==> config.mk <==
export PLATFORM = sky130hd
export DESIGN_NAME = regfile_write_arbiter
export DESIGN_NICKNAME = d
export VERILOG_FILES = /design/src/rtl/regfile_write_arbiter.sv
export SDC_FILE = /design/constraint.sdc
export NUM_CORES = 1
export LEC_CHECK = 0
export BUFFER_PORTS_ARGS = -buffer_cell sky130_fd_sc_hd__buf_2
export CORE_MARGIN = 5
export CORE_UTILIZATION = 49
export DETAILED_ROUTE_END_ITERATION = 10
export PLACE_DENSITY = 0.89
export SYNTH_ARGS = -nofsm -noshare
export SYNTH_HDL_FRONTEND = slang
export SYNTH_SLANG_ARGS = --single-unit
==> constraint.sdc <==
create_clock -name clk -period 2.01 [get_ports clk]
set_input_delay 0.201 -clock clk [delete_from_list [all_inputs] [get_ports clk]]
set_output_delay 0.201 -clock clk [all_outputs]
set_load 0.01 [all_outputs]
==> src/rtl/regfile_write_arbiter.sv <==
// Write-port arbiter for the 32 x 64-bit register file. It merges pipeline
// writeback with the NIC load-return path and tracks loads in flight so that
// decode can stall on registers whose data has not landed yet.
//
//   state | meaning
//   ------+---------------------------------------------------------------
//   IDLE  | no load is being held off
//   COUNT | a valid load has been blocked; counting consecutive blocked cycles
//   STALL | load starved for STARVE_LIMIT cycles; wb_stall asserted
module regfile_write_arbiter #(
    parameter int unsigned STARVE_LIMIT = 4
) (
    input  logic        clk,
    input  logic        reset,
    input  logic        wb_valid,
    input  logic [4:0]  wb_rd,
    input  logic [63:0] wb_data,
    input  logic        ld_valid,
    input  logic [4:0]  ld_rd,
    input  logic [63:0] ld_data,
    output logic        ld_ready,
    input  logic        pend_set,
    input  logic [4:0]  pend_rd,
    input  logic [4:0]  rA,
    input  logic [4:0]  rB,
    output logic        rA_busy,
    output logic        rB_busy,
    output logic        wb_stall,
    output logic        rf_we,
    output logic [4:0]  rf_rd,
    output logic [63:0] rf_data
);

    typedef enum logic [1:0] {
        IDLE  = 2'd0,
        COUNT = 2'd1,
        STALL = 2'd2
    } state_t;

    localparam logic [3:0] LIMIT = 4'(STARVE_LIMIT);

    logic        rf_we_q, rf_we_d;
    logic [4:0]  rf_rd_q, rf_rd_d;
    logic [63:0] rf_data_q, rf_data_d;
    logic        src_ld_q, src_ld_d;
    logic [31:0] pending_q, pending_d;
    state_t      state_q, state_d;
    logic [3:0]  cnt_q, cnt_d;
    logic        wb_stall_q, wb_stall_d;

    logic        ld_accept;
    logic        ld_blocked;
    logic [3:0]  cnt_inc;

    // Writeback always wins; loads are only taken on cycles without one.
    assign ld_ready   = reset & ~wb_valid;
    assign ld_accept  = ld_valid & ld_ready;
    assign ld_blocked = ld_valid & ~ld_ready;
    assign cnt_inc    = (cnt_q == 4'hF) ? 4'hF : cnt_q + 4'd1;

    assign rA_busy  = pending_q[rA];
    assign rB_busy  = pending_q[rB];
    assign wb_stall = wb_stall_q;
    assign rf_we    = rf_we_q;
    assign rf_rd    = rf_rd_q;
    assign rf_data  = rf_data_q;

    // Select the granted request for the write stage; r0 is never written.
    always_comb begin
        rf_we_d   = 1'b0;
        rf_rd_d   = rf_rd_q;
        rf_data_d = rf_data_q;
        src_ld_d  = 1'b0;
        if (wb_valid) begin
            rf_we_d   = (wb_rd != 5'd0);
            rf_rd_d   = wb_rd;
            rf_data_d = wb_data;
        end else if (ld_accept) begin
            rf_we_d   = (ld_rd != 5'd0);
            rf_rd_d   = ld_rd;
            rf_data_d = ld_data;
            src_ld_d  = 1'b1;
        end
    end

    // Pending-load scoreboard: clear as the load data is written, set wins.
    always_comb begin
        pending_d = pending_q;
        if (rf_we_q && src_ld_q) begin
            pending_d[rf_rd_q] = 1'b0;
        end
        if (pend_set && (pend_rd != 5'd0)) begin
            pending_d[pend_rd] = 1'b1;
        end
    end

    // Starvation tracking; the counter reaching the limit on this edge enters STALL.
    always_comb begin
        state_d = state_q;
        cnt_d   = cnt_q;
        case (state_q)
            IDLE: begin
                if (ld_blocked) begin
                    state_d = COUNT;
                    cnt_d   = 4'd1;
                end
            end
            COUNT: begin
                if (!ld_valid || ld_accept) begin
                    state_d = IDLE;
                    cnt_d   = 4'd0;
                end else begin
                    cnt_d = cnt_inc;
                    if (cnt_inc >= LIMIT) begin
                        state_d = STALL;
                    end
                end
            end
            STALL: begin
                if (!ld_valid || ld_accept) begin
                    state_d = IDLE;
                    cnt_d   = 4'd0;
                end else begin
                    cnt_d = cnt_inc;
                end
            end
            default: begin
                state_d = IDLE;
                cnt_d   = 4'd0;
            end
        endcase
        wb_stall_d = (state_d == STALL);
    end

    // State and output registers; reset drops any in-flight write.
    always_ff @(posedge clk or negedge reset) begin
        if (!reset) begin
            rf_we_q    <= 1'b0;
            rf_rd_q    <= 5'd0;
            rf_data_q  <= 64'd0;
            src_ld_q   <= 1'b0;
            pending_q  <= 32'd0;
            state_q    <= IDLE;
            cnt_q      <= 4'd0;
            wb_stall_q <= 1'b0;
        end else begin
            rf_we_q    <= rf_we_d;
            rf_rd_q    <= rf_rd_d;
            rf_data_q  <= rf_data_d;
            src_ld_q   <= src_ld_d;
            pending_q  <= pending_d;
            state_q    <= state_d;
            cnt_q      <= cnt_d;
            wb_stall_q <= wb_stall_d;
        end
    end

endmodule
==> run metrics, run 1 <==
status completed; fillers 933; WL/cell 17.6 um; synthesis warning total 0; vias in the first global route 5,134; Slew @ Worst Pin 476 ps; top_reg_cell synth dfrtp_1; First DRT Iteration DRCs 300; endpoints failing setup 0; Synth top cells by count o21ai_0 (124), dfrtp_1 (110), mux2i_1 (101); Inst Count DP 916; Fin Clk Skew between 9 and 10 ps; H-tree depth 3; CP startpoint pending_q[23]$_DFF_PN0_; Tmin final 1870 ps; post-DP HPWL between 10,000 and 15,000 um; fin crit share 0.930; global-route wire length before repair around 26,000 um; CTS Buf Count 9; Synth top area share 0.489; CP Capture Type output pin; core area 11,300 um2; Hold Vio Cnt, Final 0; Starting Density 0.497; asr flop ratio synth 1.00; initial antenna violation count 5; Worst Path Max Fanout 3; CTS max path bufs 2; Hold Crit Class in -> reg; Req. time, crit path approximately 1800 ps; Synth cell types 37; overall routed net length 16,400 um; syn_nets about 730; Port-buffer cells around 230; Slew HR 0.683; Routed Antenna Nets 0; post-synthesis sequential area ratio 0.489; layout cells sized above 1 0.327; hold path start ld_rd[3]; worst r2r path cells 6; vias per cell around 5.5; r2r setup slk about 380 ps; Max Cap Viol 0; CTS tree built; leakage between 3 and 4 nW; setup_tns 0 ps; Pre-antenna DRT Iters 5; Synth area leaders dfrtp_1 (49%), mux2i_1 (18%), o21ai_0 (11%); die outline area approximately 14,000 um2; CP Class reg -> out; maximum operating frequency approximately 530 MHz; post-synthesis register bit count 110; Clock Latency Late Sink 340 ps; # DRC 0; largest net degree at the start of global routing around 140; RePlAce Congestion between 0.9 and 1; worst vdd ir 0.533 mV; vias around 5,200; Hold Path End rf_we$_DFF_PN0_; leading area contributor after synthesis dfrtp_1; Power Dens Cells 774 nW/um2; Die Wd around 120 um; Root Driver clkbuf_16; setup repair after global routing missed its margin false; final net count between 900 and 1,000; FF-to-FF Start cnt_q[0]$_DFFE_PN0P_; # IOs ~230; Final Max Tran Viols 0; # rows 39; Netlist Area Pre-Place between 5000 and 6000 um2; die span in y around 120 um; Finished Layout Cells 935; Crit path arrival time 1670 ps; Area Overhead vs Synth 27.6%; Startpoint Class flop; Syn Area/Cell 9.90 um2; Worst Hold Path Cells 3; count leader, synth o21ai_0; RR Endpoint wb_stall$_DFF_PN0_; Num Clock Sinks between 100 and 150; Cells after Synth ~570; Post-synth EDFFs 0; clock slew at reported path FFs ~70 ps; GRT Total Usage 0.241; global route overflow 0; post-CTS sizing 0
-- metal layers --
layer / vias to the layer above / share of wire / GRT usage / wire length (um)
met5: - / 0.0013 / 0 / 21
met4: 4 / 0.017 / 0.0849 / 274
met3: 29 / 0.084 / 0.0756 / 1380
met2: 217 / 0.51 / 0.397 / 8400
met1: 2468 / 0.39 / 0.301 / 6340
li1: 2464 / - / - / -
-- timing repair --
action | 4_1_cts | 5_1_grt
setup endpoints to repair | 0 | 0
endpoints found under the hold margin | 20 | 0
buffers inserted | 0 | 0
hold buffers | 1 | 0
-- metrics by stage --
step	hold WS (ps)	power [W]	util	setup slack [ps]	instance area, um2
4_1_cts	91.2	0.00558	0.633	160	7170
3_3_place_gp	129	0.00389	0.608	279	6890
6_report	103	0.00555	0.634	140	7180
2_1_floorplan	-94.6	0.00336	-	536	5620
5_1_grt	119	0.00588	0.634	70.8	7170
3_5_place_dp	137	0.00394	0.608	264	6890
-- kinds of logic after synthesis --
logic type | synth area share
multiplexers | 0.180
AND/OR/NAND/NOR | 0.128
adder cells (fa/ha/maj) | 0.0131
flip-flops | 0.489
AO/OA/AOI/OAI | 0.159
buffers and inverters | 0.0314
-- critical path, stage by stage (launching register included) --
cell      delay (ps)
dfrtp_1          440
mux2i_1          170
a22oi_1           80
nand4b_1         120
a21oi_1           50
a311o_1          330
buf_2            150
-- how the worst max path moves through the flow --
| stage | to | cells past startpoint |
|---|---|---|
| finish | rA_busy | 6 |
| global route | rA_busy | 6 |
| CTS | rA_busy | 6 |
| detailed placement | rB_busy | 7 |
| global placement | rA_busy | 7 |
| floorplan | wb_stall$_DFF_PN0_ | 6 |
-- cell usage in the layout, fill, tap and decap left out, drive strengths merged, types with 3 or more instances in the layout --
cell type / Yosys / routed
ha: 5 / 5
nand2b: 5 / 5
nand3b: 8 / 8
diode: 0 / 4
a21oi: 13 / 13
mux2i: 101 / 101
and2: 6 / 6
nor2: 9 / 9
a22oi: 8 / 8
clkbuf: 10 / 9
or3b: 4 / 4
nand4b: 3 / 3
buf: 21 / 236
nand3: 10 / 10
o21ai: 135 / 135
nor2b: 4 / 4
dfrtp: 110 / 110
inv: 3 / 6
or3: 3 / 3
nand2: 93 / 93
-- power breakdown --
part	switching (W)	leakage (nW)	internal, W
Sequential	0.000226	1.25	0.00247
Combinational	0.000664	2.09	0.000545
Clock	0.000795	0.130	0.000847
-- registers in the layout, summed over array words and instances (netlist names) --
name	count
rf_data	64
pending_q	32
rf_rd	5
cnt_q	4
state_q	2
rf_we	1
src_ld_q	1
wb_stall	1
-- cell type report --
cell class | count | area [um2] | area share
Tap cell | 143 | 179 | 0.0249
Multi-Input combinational cell | 424 | 2710 | 0.377
Clock buffer | 9 | 225 | 0.0314
Sequential cell | 110 | 2750 | 0.384
Inverter | 3 | 11.3 | 0.00157
Antenna cell | 4 | 10.0 | 0.00139
Timing Repair Buffer | 237 | 1250 | 0.174
Clock inverter | 5 | 45.0 | 0.00628
Note: power is estimated with default switching activity, not from simulation.
==> run 2: changes to the inputs <==
Settings changed: CORE_ASPECT_RATIO from default to 1.4.
==> run 2 against run 1 <==
Effect of this change:
- count of clock-buffer cells in the layout up 2
- power up 1.7%
- core utilization up 0.45 points
- clock skew down 5.7 ps
- non-clock buffer count up 1
- sequential share of layout area down 0.13 points
- sequential power about the same
- final cell count up 0.11%
- critical endpoint is now rB_busy
- largest cell class unchanged
- highest routed layer unchanged
==> run metrics, run 2 (synthesis results as in run 1) <==
status completed; Tmin final 1840 ps; clock slew at reported path FFs 70 ps; # rows 46; Slew HR 0.623; layout cells sized above 1 0.330; Hold Path End rf_we$_DFF_PN0_; First DRT Iteration DRCs ~260; Hold Vio Cnt, Final 0; WL/cell 17.4 um; Area Overhead vs Synth 28.0%; most frequent cells in the layout buf_2 (229), o21ai_0 (124), dfrtp_1 (110); Port-buffer cells about 230; Root Driver clkbuf_16; Hold WS between 100 and 150 ps; Pre-antenna DRT Iters 7; Slew @ Worst Pin ~570 ps; Worst Path Max Fanout 3; vias 5,161; global route overflow 0; endpoints failing setup 0; Num Clock Sinks 110; fillers between 900 and 1,000; CTS max path bufs 2; initial antenna violation count 1; hold path start ld_rd[3]; Final Max Tran Viols 0; Clock Latency Late Sink around 340 ps; Die Wd 101 um; vias per cell around 5.5; # DRC 0; setup_tns 0 ps; die span in y about 140 um; CP Capture Type output pin; largest net degree at the start of global routing about 110; Req. time, crit path around 1800 ps; Fin Clk Skew ~4.3 ps; FF+latch area 2750 um2; RR Endpoint wb_stall$_DFF_PN0_; CP Class reg -> out; max reg flops 64; post-DP HPWL approximately 13,000 um; multi-input logic area 2710 um2; core area ~11,000 um2; global-route wire length before repair between 20,000 and 30,000 um; H-tree depth 3; CTS Buf Count 9; worst vdd ir 0.418 mV; Starting Density 0.499; # IOs around 230; post-CTS setup buffers 0; die outline area ~14,000 um2; GRT Total Usage 0.237; Max Cap Viol 0; Routed Antenna Nets 0; vias in the first global route between 5,000 and 6,000; Worst Hold Path Cells 3; RePlAce Congestion roughly 1; CTS tree built; worst r2r path cells 6; Hold Crit Class in -> reg; FF-to-FF Start cnt_q[0]$_DFFE_PN0P_; Startpoint Class flop; r2r setup slk 360 ps; final net count ~950; overall routed net length ~16,000 um; fin crit share 0.916; setup repair after global routing missed its margin false; commonest non-fill, non-tap cell in the layout buf_2; leakage approximately 3.5 nW; maximum operating frequency 543 MHz; Power Dens Cells just under 800 nW/um2; Crit path arrival time 1640 ps
-- run 2: changes by cell type in the layout (fill, tap and decap cells not counted) --
cell / change
buf_4: +1
inv_8: -1
clkinvlp_4: +1
diode_2: -3
clkbuf_8: +2
-- run 2: layout make-up --
| cell class | instances | area share |
|---|---|---|
| diodes | 1 | 0.000348 |
| clock inverters | 5 | 0.00573 |
| flip-flops and latches | 110 | 0.382 |
| multi-input cells | 424 | 0.376 |
| clock buffers | 11 | 0.0351 |
| repair buffers | 238 | 0.174 |
| inverters | 3 | 0.00156 |
| well taps | 144 | 0.0250 |
-- run 2: what timing repair did --
action | 4_1_cts | 5_1_grt
hold buffers | 1 | 0
endpoints found under the hold margin | 2 | 0
gates resized for setup | 0 | 0
-- run 2: critical path, cell delays in order, from the launching register on --
cell and delay, ps:
dfrtp_1 410, mux2i_1 150, a22oi_1 100, nand4b_1 110
a21oi_1 50, a311o_1 330, buf_2 140
-- run 2: worst max-delay path by stage --
stage / depth (start not counted) / slack (ps) / endpoint / startpoint
floorplan: 6 / 540 / wb_stall$_DFF_PN0_ / cnt_q[0]$_DFFE_PN0P_
global placement: 7 / 280 / rB_busy / rB[1]
detailed placement: 7 / 260 / rB_busy / rB[1]
CTS: 6 / 170 / rB_busy / pending_q[17]$_DFF_PN0_
global route: 6 / 60 / rA_busy / pending_q[27]$_DFF_PN0_
finish: 6 / 170 / rB_busy / pending_q[19]$_DFF_PN0_
-- run 2: per-stage QoR --
stage	utilization	cell area (um2)	setup WS, ps	total power [W]	cells
2_1_floorplan	-	5620	536	0.00336	568
3_3_place_gp	0.611	6890	277	0.00389	918
3_5_place_dp	0.611	6890	259	0.00395	918
4_1_cts	0.638	7200	170	0.00570	935
5_1_grt	0.638	7200	60.6	0.00596	935
6_report	0.638	7200	168	0.00565	936
-- run 2: where the power goes --
part / switching, W / internal (W) / total, W
logic: 0.000682 / 0.000549 / 0.00123
registers: 0.000215 / 0.00247 / 0.00269
clock network: 0.000806 / 0.000920 / 0.00173
-- run 2: routing by layer --
metal | vias up | track usage | share of wire
met4 | 2 | 0.0876 | 0.022
li1 | 2460 | - | -
met3 | 34 | 0.0648 | 0.099
met5 | - | 0 | 0.00043
met2 | 237 | 0.410 | 0.52
met1 | 2428 | 0.281 | 0.36
==> run 3: changes to the inputs <==
Settings changed: GPL_TIMING_DRIVEN from default to 1, SETUP_SLACK_MARGIN from default to 0.5.
Clock period 2.01 ns to 1.9 ns, I/O delays scaled along.
==> run 3 against run 2 <==
Effect of this change:
- the flow now finishes with violations (hold timing)
- clock power up 12%
- worst setup slack worse by 110 ps
- sequential cell count unchanged
- sequential power up 5%
- critical path type unchanged
- critical endpoint unchanged
- largest power group unchanged
==> run metrics, run 3 (synthesis results as in run 1) <==
setup_tns 0 ps; Root Driver clkbuf_16; Max Cap Viol 0; GRT Total Usage 0.239; Num Clock Sinks 110; fin crit share 0.972; Hold WS -3.65 ps; leakage about 3.6 nW; RePlAce Congestion between 0.9 and 1; vias in the first global route 5,172; Crit path arrival time around 1700 ps; Req. time, crit path roughly 1700 ps; CP peak stage delay just over 400 ps; FF-to-FF Start cnt_q[0]$_DFFE_PN0P_; design area 7530 um2; most frequent cells in the layout buf_2 (229), o21ai_0 (123), dfrtp_1 (107); worst r2r path cells 6; CTS max path bufs 2; overall routed net length ~16,000 um; # DRC 0; Slew @ Worst Pin between 700 and 800 ps; CTS Buf Count 9; # rows between 40 and 50; area post-placement around 7000 um2; Hold Vio Cnt, Final 1; Final Max Tran Viols 0; die outline area between 10,000 and 15,000 um2; Pre-antenna DRT Iters 6; CP startpoint pending_q[23]$_DFF_PN0_; CTS tree built; # IOs between 200 and 250; clock slew at reported path FFs 70 ps; Fin Clk Skew 6.16 ps; Hold Crit Class in -> async; Die Wd 101 um; crit path to rB_busy; vias per cell 5.39; Port-buffer cells about 230; Clock Latency Late Sink 350 ps; First DRT Iteration DRCs roughly 210; H-tree depth 3; maximum operating frequency between 500 and 600 MHz; largest net degree at the start of global routing 69; RR Endpoint wb_stall$_DFF_PN0_; global-route wire length before repair 25,700 um; layout cells sized above 1 0.373; failing checks hold timing; final net count approximately 970; WL/cell around 17 um; CP Capture Type output pin; Tmin final approximately 1800 ps; max reg flops 64; vias 5,179; Startpoint Class flop; global route overflow 0; Final Total Pwr about 0.0064 W; Worst Path Max Fanout 3; Final Worst Setup Slack about 53 ps; initial antenna violation count 2; Slew HR 0.500; slowest cell on the critical path dfrtp_1; CP Class reg -> out; Area Overhead vs Synth 33.9%; die span in y 137 um; commonest non-fill, non-tap cell in the layout buf_2; status complete, but fails checks; CP Cell Sequence mux2i_1, a22oi_1, nand4b_1, a21oi_1, a311o_1, buf_2; setup repair after global routing missed its margin true; pre-CTS setup slack ~300 ps; Starting Density 0.499; r2r setup slk 420 ps; Routed Antenna Nets 0; core area about 11,000 um2; endpoints failing setup 0; post-DP HPWL around 13,000 um; Power Dens Cells roughly 840 nW/um2; worst vdd ir 0.453 mV
==> run 3: cell count changes in the layout (fill, tap and decap cells not counted), sizes merged <==
cell,change
buf,+24
clkinvlp,-2
bufinv,+1
inv,+1
==> run 3: routing by layer <==
layer / up-vias / routed length [um] / GRT usage
met1: 2417 / 6020 / 0.286
met3: 33 / 1540 / 0.0663
met2: 220 / 8430 / 0.414
li1: 2505 / - / -
met4: 4 / 388 / 0.0816
met5: - / 22 / 0
==> run 3: final cells by class <==
| type | instances | area [um2] |
|---|---|---|
| Fill cell | 891 | 3750 |
| Multi-Input combinational cell | 424 | 2820 |
| Sequential cell | 110 | 2760 |
| Timing Repair Buffer | 262 | 1460 |
| Clock buffer | 11 | 243 |
| Tap cell | 144 | 180 |
| Clock inverter | 5 | 65.1 |
| Inverter | 3 | 11.3 |
| Antenna cell | 1 | 2.50 |
==> run 3: critical path: cells and delay by family, from the launching register on <==
kind | cells | cell delay (ps)
buf+inv | 1 | 150
mux | 1 | 170
compound gates | 3 | 470
simple gates | 1 | 110
flops | 1 | 410
==> run 3: power breakdown <==
part | internal [W] | leakage (nW) | switching (W)
clock | 0.00108 | 0.151 | 0.000851
combinational | 0.000768 | 2.24 | 0.000827
sequential | 0.00262 | 1.25 | 0.000214
==> run 3: what timing repair did <==
action                                  4_1_cts  5_1_grt
pin swaps                                    17       13
endpoints found under the setup margin       10       25
gates resized for setup                      12       16
endpoints found under the hold margin         2        0
setup buffers                                 7       11
hold buffers                                  1        0
cloned                                        0        0
==> run 3: how the worst min path moves through the flow <==
stage / startpoint / end / slack (ps) / depth (start not counted)
floorplan: reset / cnt_q[0]$_DFFE_PN0P_ / -110 / 0
detailed placement: reset / cnt_q[1]$_DFFE_PN0P_ / 10 / 1
finish: reset / rf_data[42]$_DFFE_PN0P_ / -4 / 2
global route: reset / rf_data[42]$_DFFE_PN0P_ / 60 / 2
global placement: reset / cnt_q[0]$_DFFE_PN0P_ / 10 / 1
CTS: reset / rf_data[42]$_DFFE_PN0P_ / 10 / 2
==> run 3: metrics by stage <==
step | utilization | instances
after floorplan | - | 568
after global placement | 0.617 | 924
after detailed placement | 0.617 | 924
after CTS | 0.655 | 948
after global routing | 0.668 | 959
final | 0.668 | 960
